===== config.mk =====
export PLATFORM = sky130hd
export DESIGN_NAME = unidad_control_mc
export DESIGN_NICKNAME = d
export VERILOG_FILES = /design/src/rtl/unidad_control_mc.sv
export SDC_FILE = /design/constraint.sdc
export NUM_CORES = 1
export LEC_CHECK = 0
export ABC_AREA = 1
export CAP_MARGIN = 20
export CORE_MARGIN = 4
export CORE_UTILIZATION = 42
export CTS_CLUSTER_DIAMETER = 50
export DETAILED_ROUTE_END_ITERATION = 16
export PLACE_DENSITY_LB_ADDON = 0.08
export SLEW_MARGIN = 40
export SYNTH_ARGS = -nofsm -noshare
export SYNTH_HDL_FRONTEND = slang
export SYNTH_HIERARCHICAL = 1
export SYNTH_SLANG_ARGS = --single-unit

===== constraint.sdc =====
create_clock -name clk -period 1.41 [get_ports clk]
set_input_delay 0.282 -clock clk [delete_from_list [all_inputs] [get_ports clk]]
set_output_delay 0.282 -clock clk [all_outputs]
set_load 0.02 [all_outputs]

===== src/rtl/unidad_control_mc.sv =====
// Multicycle control unit for the microc datapath.
// Two-step instruction flow: FETCH waits on instruction memory and latches
// the opcode, EXEC decodes it for exactly one cycle.  A return-address-stack
// occupancy counter guards jal/ret, and HALT/ERROR are terminal until reset.

module unidad_control_mc #(
    parameter int OPW         = 6,
    parameter int STACK_DEPTH = 4,
    parameter int STRICT      = 1
) (
    input  logic                         clk,
    input  logic                         reset,
    input  logic [OPW-1:0]               opcode,
    input  logic                         z,
    input  logic                         imem_ready,
    output logic                         s_inc,
    output logic                         s_inm,
    output logic                         we3,
    output logic                         wez,
    output logic [2:0]                   op,
    output logic                         pc_we,
    output logic                         push,
    output logic                         pop,
    output logic                         s_ret,
    output logic                         halted,
    output logic                         error,
    output logic [1:0]                   err_code,
    output logic [$clog2(STACK_DEPTH):0] sp
);

    localparam int SPW = $clog2(STACK_DEPTH) + 1;
    localparam logic [SPW-1:0] SP_ONE  = SPW'(1);
    localparam logic [SPW-1:0] SP_FULL = SPW'(STACK_DEPTH);
    localparam logic [SPW-1:0] SP_NONE = SPW'(0);

    localparam logic [1:0] ERR_NONE      = 2'b00;
    localparam logic [1:0] ERR_ILLEGAL   = 2'b01;
    localparam logic [1:0] ERR_OVERFLOW  = 2'b10;
    localparam logic [1:0] ERR_UNDERFLOW = 2'b11;

    typedef enum logic [1:0] {
        ST_FETCH = 2'b00,
        ST_EXEC  = 2'b01,
        ST_HALT  = 2'b10,
        ST_ERROR = 2'b11
    } state_t;

    typedef enum logic [3:0] {
        K_ALU  = 4'd0,
        K_NOP  = 4'd1,
        K_LI   = 4'd2,
        K_J    = 4'd3,
        K_JZ   = 4'd4,
        K_JNZ  = 4'd5,
        K_JAL  = 4'd6,
        K_RET  = 4'd7,
        K_HALT = 4'd8,
        K_ILL  = 4'd9
    } kind_t;

    // Classify the six decoded opcode bits into an instruction kind.
    function automatic kind_t decode_kind(input logic [5:0] d);
        kind_t k;
        if (d[5] == 1'b1) begin
            k = K_ALU;
        end else if (d[5:2] == 4'b0001) begin
            k = K_LI;
        end else begin
            case (d)
                6'b000000: k = K_NOP;
                6'b010000: k = K_J;
                6'b010001: k = K_JZ;
                6'b010010: k = K_JNZ;
                6'b010011: k = K_JAL;
                6'b010100: k = K_RET;
                6'b010101: k = K_HALT;
                default:   k = K_ILL;
            endcase
        end
        return k;
    endfunction

    state_t         state_r, state_s;
    logic [5:0]     ir_r;
    logic [SPW-1:0] sp_r, sp_s;
    logic           error_r, error_s;
    logic [1:0]     err_code_r, err_code_s;
    logic           load_ir_s;
    kind_t          kind_s;

    logic           s_inc_s, s_inm_s, we3_s, wez_s, pc_we_s, push_s, pop_s, s_ret_s;
    logic [2:0]     op_s;

    // Reserved low opcode bits are intentionally ignored by the decoder.
    logic           unused_opcode_s;
    assign unused_opcode_s = ^opcode;

    assign kind_s = decode_kind(ir_r);

    // State, instruction register, stack occupancy and sticky error registers.
    always_ff @(posedge clk) begin
        if (reset) begin
            state_r    <= ST_FETCH;
            ir_r       <= 6'b000000;
            sp_r       <= SP_NONE;
            error_r    <= 1'b0;
            err_code_r <= ERR_NONE;
        end else begin
            state_r    <= state_s;
            sp_r       <= sp_s;
            error_r    <= error_s;
            err_code_r <= err_code_s;
            if (load_ir_s) begin
                ir_r <= opcode[OPW-1:OPW-6];
            end else begin
                ir_r <= ir_r;
            end
        end
    end

    // Next-state logic and EXEC-cycle strobe decode (strobes idle elsewhere).
    always_comb begin
        state_s    = state_r;
        sp_s       = sp_r;
        error_s    = error_r;
        err_code_s = err_code_r;
        load_ir_s  = 1'b0;
        s_inc_s    = 1'b0;
        s_inm_s    = 1'b0;
        we3_s      = 1'b0;
        wez_s      = 1'b0;
        op_s       = 3'b000;
        pc_we_s    = 1'b0;
        push_s     = 1'b0;
        pop_s      = 1'b0;
        s_ret_s    = 1'b0;

        case (state_r)
            ST_FETCH: begin
                if (imem_ready) begin
                    load_ir_s = 1'b1;
                    state_s   = ST_EXEC;
                end else begin
                    state_s   = ST_FETCH;
                end
            end

            ST_EXEC: begin
                state_s = ST_FETCH;
                pc_we_s = 1'b1;
                case (kind_s)
                    K_ALU: begin
                        s_inc_s = 1'b1;
                        we3_s   = 1'b1;
                        wez_s   = 1'b1;
                        op_s    = ir_r[4:2];
                    end
                    K_NOP: begin
                        s_inc_s = 1'b1;
                    end
                    K_LI: begin
                        s_inc_s = 1'b1;
                        s_inm_s = 1'b1;
                        we3_s   = 1'b1;
                    end
                    K_J: begin
                        s_inc_s = 1'b0;
                    end
                    K_JZ: begin
                        s_inc_s = ~z;
                    end
                    K_JNZ: begin
                        s_inc_s = z;
                    end
                    K_JAL: begin
                        if (sp_r == SP_FULL) begin
                            // Stack full: suppress the call entirely.
                            pc_we_s    = 1'b0;
                            error_s    = 1'b1;
                            err_code_s = ERR_OVERFLOW;
                            state_s    = ST_ERROR;
                        end else begin
                            push_s = 1'b1;
                            sp_s   = sp_r + SP_ONE;
                        end
                    end
                    K_RET: begin
                        if (sp_r == SP_NONE) begin
                            // Nothing to return to: suppress the return.
                            pc_we_s    = 1'b0;
                            error_s    = 1'b1;
                            err_code_s = ERR_UNDERFLOW;
                            state_s    = ST_ERROR;
                        end else begin
                            s_ret_s = 1'b1;
                            pop_s   = 1'b1;
                            sp_s    = sp_r - SP_ONE;
                        end
                    end
                    K_HALT: begin
                        pc_we_s = 1'b0;
                        state_s = ST_HALT;
                    end
                    K_ILL: begin
                        if (STRICT != 0) begin
                            pc_we_s    = 1'b0;
                            error_s    = 1'b1;
                            err_code_s = ERR_ILLEGAL;
                            state_s    = ST_ERROR;
                        end else begin
                            s_inc_s = 1'b1;
                        end
                    end
                    default: begin
                        pc_we_s = 1'b0;
                        state_s = ST_FETCH;
                    end
                endcase
            end

            ST_HALT: begin
                state_s = ST_HALT;
            end

            ST_ERROR: begin
                state_s = ST_ERROR;
            end

            default: begin
                state_s = ST_FETCH;
            end
        endcase
    end

    assign s_inc    = s_inc_s;
    assign s_inm    = s_inm_s;
    assign we3      = we3_s;
    assign wez      = wez_s;
    assign op       = op_s;
    assign pc_we    = pc_we_s;
    assign push     = push_s;
    assign pop      = pop_s;
    assign s_ret    = s_ret_s;
    assign halted   = (state_r == ST_HALT);
    assign error    = error_r;
    assign err_code = err_code_r;
    assign sp       = sp_r;

    unidad_control_mc_checker #(
        .STACK_DEPTH (STACK_DEPTH)
    ) u_checker (
        .clk      (clk),
        .reset    (reset),
        .push     (push_s),
        .pop      (pop_s),
        .pc_we    (pc_we_s),
        .halted   (halted),
        .error    (error_r),
        .err_code (err_code_r),
        .sp       (sp_r)
    );

endmodule

// Invariant checks on the control unit outputs.
module unidad_control_mc_checker #(
    parameter int STACK_DEPTH = 4
) (
    input logic                         clk,
    input logic                         reset,
    input logic                         push,
    input logic                         pop,
    input logic                         pc_we,
    input logic                         halted,
    input logic                         error,
    input logic [1:0]                   err_code,
    input logic [$clog2(STACK_DEPTH):0] sp
);

    localparam int SPW = $clog2(STACK_DEPTH) + 1;

    // Stack and halt invariants, checked outside reset.
    always @(posedge clk) begin
        if (!reset) begin
            assert (!(push && pop));
            assert (sp <= SPW'(STACK_DEPTH));
            assert (!(halted && pc_we));
            assert (error || (err_code == 2'b00));
        end
    end

endmodule


* After elaboration in Yosys (flattened, before gate mapping)
Cells that the tools add are included.
** Word-level totals
- Latch bits :: 0
- Input port bits :: 10
- Output and inout port bits :: 18
- Word-level logic and storage cells :: 80
- Register bits :: 14
- Memories :: 0
- ROM bits :: 0
- Bits in writable memories :: 0
** Operators by class
- Divide/modulo/power cells :: 0
- Order comparisons :: 0
- Multiplexer cells :: 37
- Reductions and logical operators :: 11
- Multiply operators :: 0
- Bitwise logic cells :: 1
- $add $sub $neg :: 2
- Equality and inequality tests :: 24
- Shift operators :: 0
** Operators by type and width (count)
- 6-bit by 5-bit equality test with 1-bit output, second input constant :: 6
- 4-bit one-hot mux with 7 select lines :: 1
- 1-bit 2-to-1 mux :: 19
- 4-bit by 3-bit equality test with 1-bit output, second input constant :: 4
- 2-bit one-hot mux with 4 select lines :: 2
- 3-bit 2-to-1 mux :: 4
- 1-bit one-hot mux with 3 select lines :: 3
- 4-bit by 1-bit equality test with 1-bit output, second input constant :: 2
- 4-bit by 2-bit equality test with 1-bit output, second input constant :: 2
- 4-bit equality test, second input constant :: 2
- 2-bit 2-to-1 mux :: 4
- 4-bit 2-to-1 mux :: 2
- 2-bit inequality test, second input constant :: 4
- 4-bit AND reduction :: 2
- 6-bit zero test :: 1
- 2-bit one-hot mux with 3 select lines :: 1
- 3-bit one-hot mux with 2 select lines :: 1
- 6-bit OR reduction :: 1
- 2-bit equality test, second input constant :: 2
- 4-bit zero test :: 1
- 3-bit by 1-bit adder with 3-bit output, second input constant :: 1
- 3-bit equality test, second input constant :: 1
- 3-bit zero test :: 1
- 3-bit nonzero test :: 1
- 7 further kinds :: 7

* Longest topological paths before layout
Gate-level depths: netlist of the first run.
- Depth after elaboration :: 8
- Gate-level depth with buffers :: 12
- Mapped depth without buffers :: 12

* Worst setup path before layout of the first run
Ideal clock, no wire load.
- Path type :: flip-flop to output port
- From :: reg ir_r[4]
- To :: out s_ret
- Required time :: 1.128 ns
- Cell stages (with the launch flop) :: 8
- Slack :: -0.257 ns
- Path buffers :: 1
- Arrival time :: 1.385 ns
- Cell sequence :: dfxtp_1 inv_2 nor2_4 nand3_4 inv_2 o31ai_2 nor2_1 buf_4
** Between the ends
- Longest elaborated chain between the ends :: 7
- Elaborated cells on any way between the ends :: 14
- Classes of those cells :: eq/ne: 8; mux: 5; reduce/logical: 1
** RTL lines
- from (decl) :: RTL line 84 : logic [5:0] ir_r;
- from (signal assigned) :: RTL line 114 : ir_r <= opcode[OPW-1:OPW-6];
- from (signal assigned) :: RTL line 116 : ir_r <= ir_r;
- 6-bit by 5-bit equality test with 1-bit output / 6-bit zero test (equally long branches) :: RTL line 69 : case (d)
- 4-bit one-hot mux with 7 select lines :: RTL line 69
- 4-bit 2-to-1 mux (*) :: RTL line 66 : end else if (d[5:2] == 4'b0001) begin
- 4-bit 2-to-1 mux (*) :: RTL line 64 : if (d[5] == 1'b1) begin
- 4-bit by 3-bit equality test with 1-bit output (*)
- 1-bit 2-to-1 mux (*) (2 in series)
- to (decl) :: RTL line 24 : output logic s_ret,
Every way passes the cells marked *; elsewhere a longest branch is shown, timed or not.

* Worst setup path after layout of the first run
- From :: reg ir_r[2]
- To :: out pc_we
** Between the ends
- Longest elaborated chain between the ends :: 8
- Elaborated cells on any way between the ends :: 22
- Classes of those cells :: eq/ne: 14; mux: 5; reduce/logical: 3
** RTL lines
- 6-bit by 5-bit equality test with 1-bit output / 6-bit zero test (equally long branches) :: RTL line 69
- 4-bit one-hot mux with 7 select lines :: RTL line 69
- 4-bit 2-to-1 mux (*) :: RTL line 66
- 4-bit 2-to-1 mux (*) :: RTL line 64
- 4-bit by 3-bit equality test with 1-bit output, or another cell as far along :: RTL line 151 : case (kind_s)
- 6-bit OR reduction (no source line)
- 1-bit one-hot mux with 3 select lines (*) :: RTL line 151
- 1-bit 2-to-1 mux (*) :: RTL line 138 : case (state_r)
- to (decl) :: RTL line 21 : output logic pc_we,
Marked as above.

==> flow_metrics.tcl, run 1 <==
set metrics [dict create \
    rows 17 \
    min_period_ns 2.07 \
    yosys-top-cells-area "dfxtp_1 28%, nand2_1 8.1%, nor2_1 8.1%, inv_1 6.3%, a21oi_1 5.9%" \
    yosysUniqueCellTypes 28 \
    layout.nets 243 \
    synth_top_cell_by_area "dfxtp_1" \
    initial_core_util 0.451 \
    netlist.area_leader.share 0.276 \
    pin_count 28 \
    slew_violations 0 \
    p_int_mw 1.06 \
    grt_use_met2 0.444 \
    grt_util_met3 0.0566 \
    synth_area_per_cell_um2 6.68 \
    drt_iter0_drc 59 \
    clock-sinks 14 \
    synthToLayoutAreaGrowth_pct 99.6 \
    die_area_um2 3270 \
    crit_type "reg -> out" \
    drive_above_1_share 0.636 \
    dp_cells 240 \
    p_sw_frac 0.433 \
    grt_overflow 0 \
    hold_viol 0 \
    ys_seq_area_frac 0.276 \
    irDropWorstVdd_v 0.000680 \
    core-area_um2 2250 \
    synth-seq-cells 14 \
    diodes 0 \
    combinationalPowerShare 0.568 \
    fp.dieH_um 57.2 \
    clk_pin_slew_ns 0.10 \
    syn-instance-count 152 \
    rsz0062_at_grt "yes" \
    place_area_um2 1600 \
    wl_per_cell_um 18.5 \
    met1_usage 0.274 \
    insertion_delay_ns 0.31 \
    grt_max_degree 14 \
    p_sw_uw 808 \
    period_share 1.47 \
    antenna_found_initial 0 \
    drc 0 \
    violations "setup timing" \
    critPathMaxFanout 3 \
    leakage_nw 0.933 \
    fillers 105 \
    design_area_um2 2030 \
    grtUsageTotal 0.245 \
    power_density_nw_per_um2 920 \
    slew_headroom 0.767 \
    instances_no_fill 259 \
    min_path_type "reg -> reg" \
    clk_path_buf_depth 2 \
    final_cell_mix "39 x buf_4, 22 x buf_6, 16 x nand2_1, 13 x inv_1, 13 x nor2_4" \
    cts-root-buf "clkbuf_4" \
    grt_pass1_wl_um 6270 \
    cts_inserted_buffers 3 \
    p_seq_frac 0.263 \
    postRouteAntennaNets 0 \
    cts_tree "yes" \
    hpwl_um 2160 \
    cp-start-kind "flop" \
    synth_fp_nets 163 \
    clock_power_share 0.169 \
    tightest_slew_ns 0.350 \
    yosys_warnings 6 \
    fp.dieW_um 57.2 \
    grt-busiest-layer "met2" \
    setup_viol 19 \
    htreeDepth 1 \
    setup_ws_ns -0.660 \
    wirelength_um 4800 \
    first_pass_iters 4 \
    gp_congestion 0.920 \
    outcome "finished with violations" \
    final_common_cell "buf_4" \
    vias 1430 \
    fin_skew_ns 0.0124 \
    cp.arrival_ns 1.79 \
    via_per_inst 5.52 \
    worst_setup_path_end_kind "output pin" \
    fmax_ghz 0.483 \
    cap_violations 0 \
    syn_area_um2 1020 \
    total_power_mw 1.87 \
    grt_pass1_vias 1373 \
    portBuffers 27 \
    worst_ep_required_time_ns 1.13 \
]
## cell families after synthesis
kind of cell,count (synthesis),share of synthesized area
flip-flops,14,0.276
XOR/XNOR,1,0.00862
AND/OR/NAND/NOR,77,0.401
AO/OA/AOI/OAI,29,0.164
adder cells (fa/ha/maj),1,0.0197
buffers and inverters,30,0.131
## critical path, stage by stage, from the launching register on
cell,delay [ns]
dfxtp_2,0.35
nor2_4,0.15
buf_6,0.11
nand2_2,0.09
nor2_4,0.13
inv_2,0.07
nand2_2,0.11
nand3_2,0.12
inv_2,0.10
nor2_2,0.04
nand2_1,0.06
inv_2,0.04
buf_6,0.12
## layer usage
layer / share of wire / up-vias
met5: 0 / -
met4: 0.049 / 0
met3: 0.060 / 30
met2: 0.52 / 77
met1: 0.37 / 684
li1: - / 639
## repair_timing
action	4_1_cts	5_1_grt
pin swaps	11	32
setup buffers	15	7
hold buffers	0	0
resized for setup	111	51
endpoints found under the setup margin	26	23
## power by group through the flow
stage	combinational, mW	clock, mW	sequential (mW)
2_1_floorplan	0.386	0	0.498
3_3_place_gp	0.677	0	0.487
3_5_place_dp	0.694	0	0.489
4_1_cts	0.806	0.308	0.481
5_1_grt	1.11	0.335	0.494
6_report	1.06	0.315	0.490
## cells in the mapped netlist
library cell  number
a21oi_1           12
a21oi_2            2
a31oi_1            1
buf_2              1
buf_4              1
bufbuf_8           1
dfxtp_1           14
fa_1               1
inv_1             17
inv_2             10
nand2_1           22
nand2_2            8
nand3_1            7
nand3_2            2
nand3_4            1
nand4_1            2
nand4_2            1
nor2_1            22
nor2_2             6
nor2_4             2
nor2_8             1
nor3_1             3
o21a_1             1
o21ai_0            8
o21ai_1            3
o21bai_1           1
o31ai_2            1
xor2_1             1
## through the flow
step / setup TNS, ns / worst slack [ns] / utilization / hold slack (ns)
floorplan: -0.330 / -0.101 / - / 0.344
global placement: -5.44 / -0.633 / 0.708 / 0.446
detailed placement: -5.96 / -0.667 / 0.708 / 0.463
CTS: -5.02 / -0.465 / 0.825 / 0.483
global route: -8.07 / -0.718 / 0.900 / 0.525
finish: -6.88 / -0.660 / 0.900 / 0.509
## path summary, 6_finish.rpt
kind | startpoint | endpoint | slack (ns) | cells after the start
max | ir_r[2]$_SDFFE_PP0P_ | pc_we | -0.66 | 12
max reg2reg | ir_r[3]$_SDFFE_PP0P_ | sp[2]$_SDFFE_PP0P_ | -0.51 | 10
min reg2reg | err_code[0]$_SDFFE_PP0P_ | err_code[0]$_SDFFE_PP0P_ | 0.51 | 2
min | err_code[0]$_SDFFE_PP0P_ | err_code[0]$_SDFFE_PP0P_ | 0.51 | 2
## area by class of cell
| cell class | count | area (um2) | share of cell area |
|---|---|---|---|
| clock buffer | 4 | 36.3 | 0.0179 |
| inverter | 27 | 116 | 0.0574 |
| multi-input combinational | 108 | 831 | 0.410 |
| sequential | 14 | 302 | 0.149 |
| tap | 28 | 35.0 | 0.0173 |
| timing repair buffer | 78 | 708 | 0.349 |
## registers in the layout (all words and copies together), names as in the netlist
signal / count
ir_r: 6
error: 1
err_code: 2
state_r: 2
sp: 3
Note: power is estimated with default switching activity, not from simulation.
==> run 2, diff against run 1 <==
SKIP_CTS_REPAIR_TIMING = 1   (was unset)
==> run 2 against run 1 <==
  * Cell count decreased by 4.2%
  * Register-to-register slack better by 0.25 ns
  * Global-route usage fell by 6.2 points
  * Core utilization shrank 6.6 points
  * Largest cell class unchanged
  * Sequential power down 0.8%
  * Clock power fell by 3%
  * Worst hold slack got worse by 0.024 ns
  * Count of clock-buffer cells in the layout is the same
  * Die area did not move
  * Non-clock buffer count fell by 11
  * The run still ends with setup timing left
  * Critical path type unchanged
  * Wire length shrank 32%
  * Final area shrank 7.3%
==> flow_metrics.tcl, run 2 (synthesized netlist as in run 1, its figures left out) <==
set metrics [dict create \
    cap_violations 0 \
    irDropWorstVdd_v 0.000621 \
    path_cells "nor2_4 -> inv_2 -> nor2_4 -> nand2_2 -> nand2_1 -> nor2_1 -> nand2_1 -> nor2_2 -> nor2_1 -> nand2_1 -> inv_2 -> buf_6" \
    clock-sinks 14 \
    worst_setup_path_end_kind "output pin" \
    crit_type "reg -> out" \
    min_period_ns 1.94 \
    post-place-ws_ns -0.667 \
    grtUsageTotal 0.183 \
    initial_core_util 0.451 \
    regMostFlops "ir_r" \
    final_cell_mix "39 x buf_4, 18 x nand2_1, 14 x nor2_1, 12 x inv_1" \
    setup_ws_ns -0.526 \
    cts_tree "yes" \
    rows 17 \
    htreeDepth 1 \
    diodes 0 \
    grt_overflow 0 \
    portBuffers 27 \
    setup_viol 18 \
    core-area_um2 2250 \
    top_regs "ir_r x6, sp x3" \
    rsz0062_at_grt "yes" \
    slowest_stage "dfxtp_4" \
    gp_congestion 0.920 \
    instances_no_fill 248 \
    outcome "finished with violations" \
    die_area_um2 3270 \
    antenna_found_initial 0 \
    setup_tns_ns -4.21 \
    wl_per_cell_um 13.2 \
    max_stage_delay_ns 0.37 \
    path_buf_inv 3 \
    insertion_delay_ns 0.30 \
    clk_pin_slew_ns 0.10 \
    slew_violations 0 \
    drive_above_1_share 0.568 \
    synthToLayoutAreaGrowth_pct 85.0 \
    cp-start-kind "flop" \
    drc 0 \
    fmax_ghz 0.516 \
    fp.dieW_um 57.2 \
    hold_viol 0 \
    critPathMaxFanout 3 \
    violations "setup timing" \
    via_per_inst 5.05 \
    cts_inserted_buffers 3 \
    fp.dieH_um 57.2 \
    grt_max_degree 14 \
    grt_pass1_vias 1129 \
    power_density_nw_per_um2 895 \
    clk_path_buf_depth 2 \
    first_pass_iters 4 \
    wirelength_um 3270 \
    pin_count 28 \
    crit_family "simple AND/OR/NAND/NOR gates" \
    cts-root-buf "clkbuf_4" \
    tightest_slew_ns 0.357 \
    dp_cells 240 \
    slew_headroom 0.759 \
    layout.nets 232 \
    postRouteAntennaNets 0 \
    fin_skew_ns 0.00820 \
    vias 1253 \
    utilization 0.834 \
    drt_iter0_drc 27 \
    min_path_type "reg -> reg" \
    worst_ep_required_time_ns 1.13 \
    final_common_cell "buf_4" \
    hpwl_um 2160 \
    largest_reg_flops 6 \
    period_share 1.37 \
    cpMostUsedCell "nand2_1" \
    leakage_nw 0.958 \
    grt_pass1_wl_um 4750 \
    cp.arrival_ns 1.65 \
]
==> run 2: per-layer routing <==
| metal | routed length (um) | global-route usage | up-vias |
|---|---|---|---|
| met2 | 1770 | 0.308 | 38 |
| met1 | 1320 | 0.225 | 591 |
| met3 | 150 | 0.0498 | 4 |
| met5 | 0 | 0 | - |
| met4 | 24 | 0.0596 | 0 |
| li1 | - | - | 620 |
==> run 2: final cells by class <==
| class | instances | area, um2 |
|---|---|---|
| Multi-Input combinational cell | 108 | 774 |
| Timing Repair Buffer | 67 | 614 |
| Fill cell | 135 | 375 |
| Sequential cell | 14 | 295 |
| Inverter | 27 | 124 |
| Clock buffer | 4 | 36.3 |
| Tap cell | 28 | 35.0 |
==> run 2: final timing paths <==
check,endpoint,start,cells past startpoint,slack [ns]
worst max-delay path,pc_we,ir_r[3]$_SDFFE_PP0P_,12,-0.53
worst min-delay path,err_code[1]$_SDFFE_PP0P_,err_code[1]$_SDFFE_PP0P_,2,0.48
worst max register to register,sp[2]$_SDFFE_PP0P_,ir_r[2]$_SDFFE_PP0P_,9,-0.26
worst min register to register,err_code[1]$_SDFFE_PP0P_,err_code[1]$_SDFFE_PP0P_,2,0.48
==> run 2: where the power goes <==
| group | total [mW] | internal [mW] | switching (mW) |
|---|---|---|---|
| combinational | 0.889 | 0.410 | 0.478 |
| sequential | 0.486 | 0.441 | 0.0447 |
| clock | 0.307 | 0.158 | 0.149 |
| total | 1.68 | 1.01 | 0.672 |
==> run 2: stage by stage <==
step	instance area (um2)	total power, mW	hold slack [ns]
floorplan	1060	0.884	0.344
global placement	1600	1.16	0.446
detailed placement	1600	1.18	0.463
CTS	1630	1.48	0.487
global route	1880	1.78	0.527
finish	1880	1.68	0.485
==> run 2: worst register-to-register path, delay by kind of cell (launching register included) <==
kind            cells  cell delay (ns)
simple gates        4             0.42
flops               1             0.37
compound gates      1             0.10
xor+xnor            1             0.16
fa+ha+maj           1             0.35
buf+inv             2             0.23
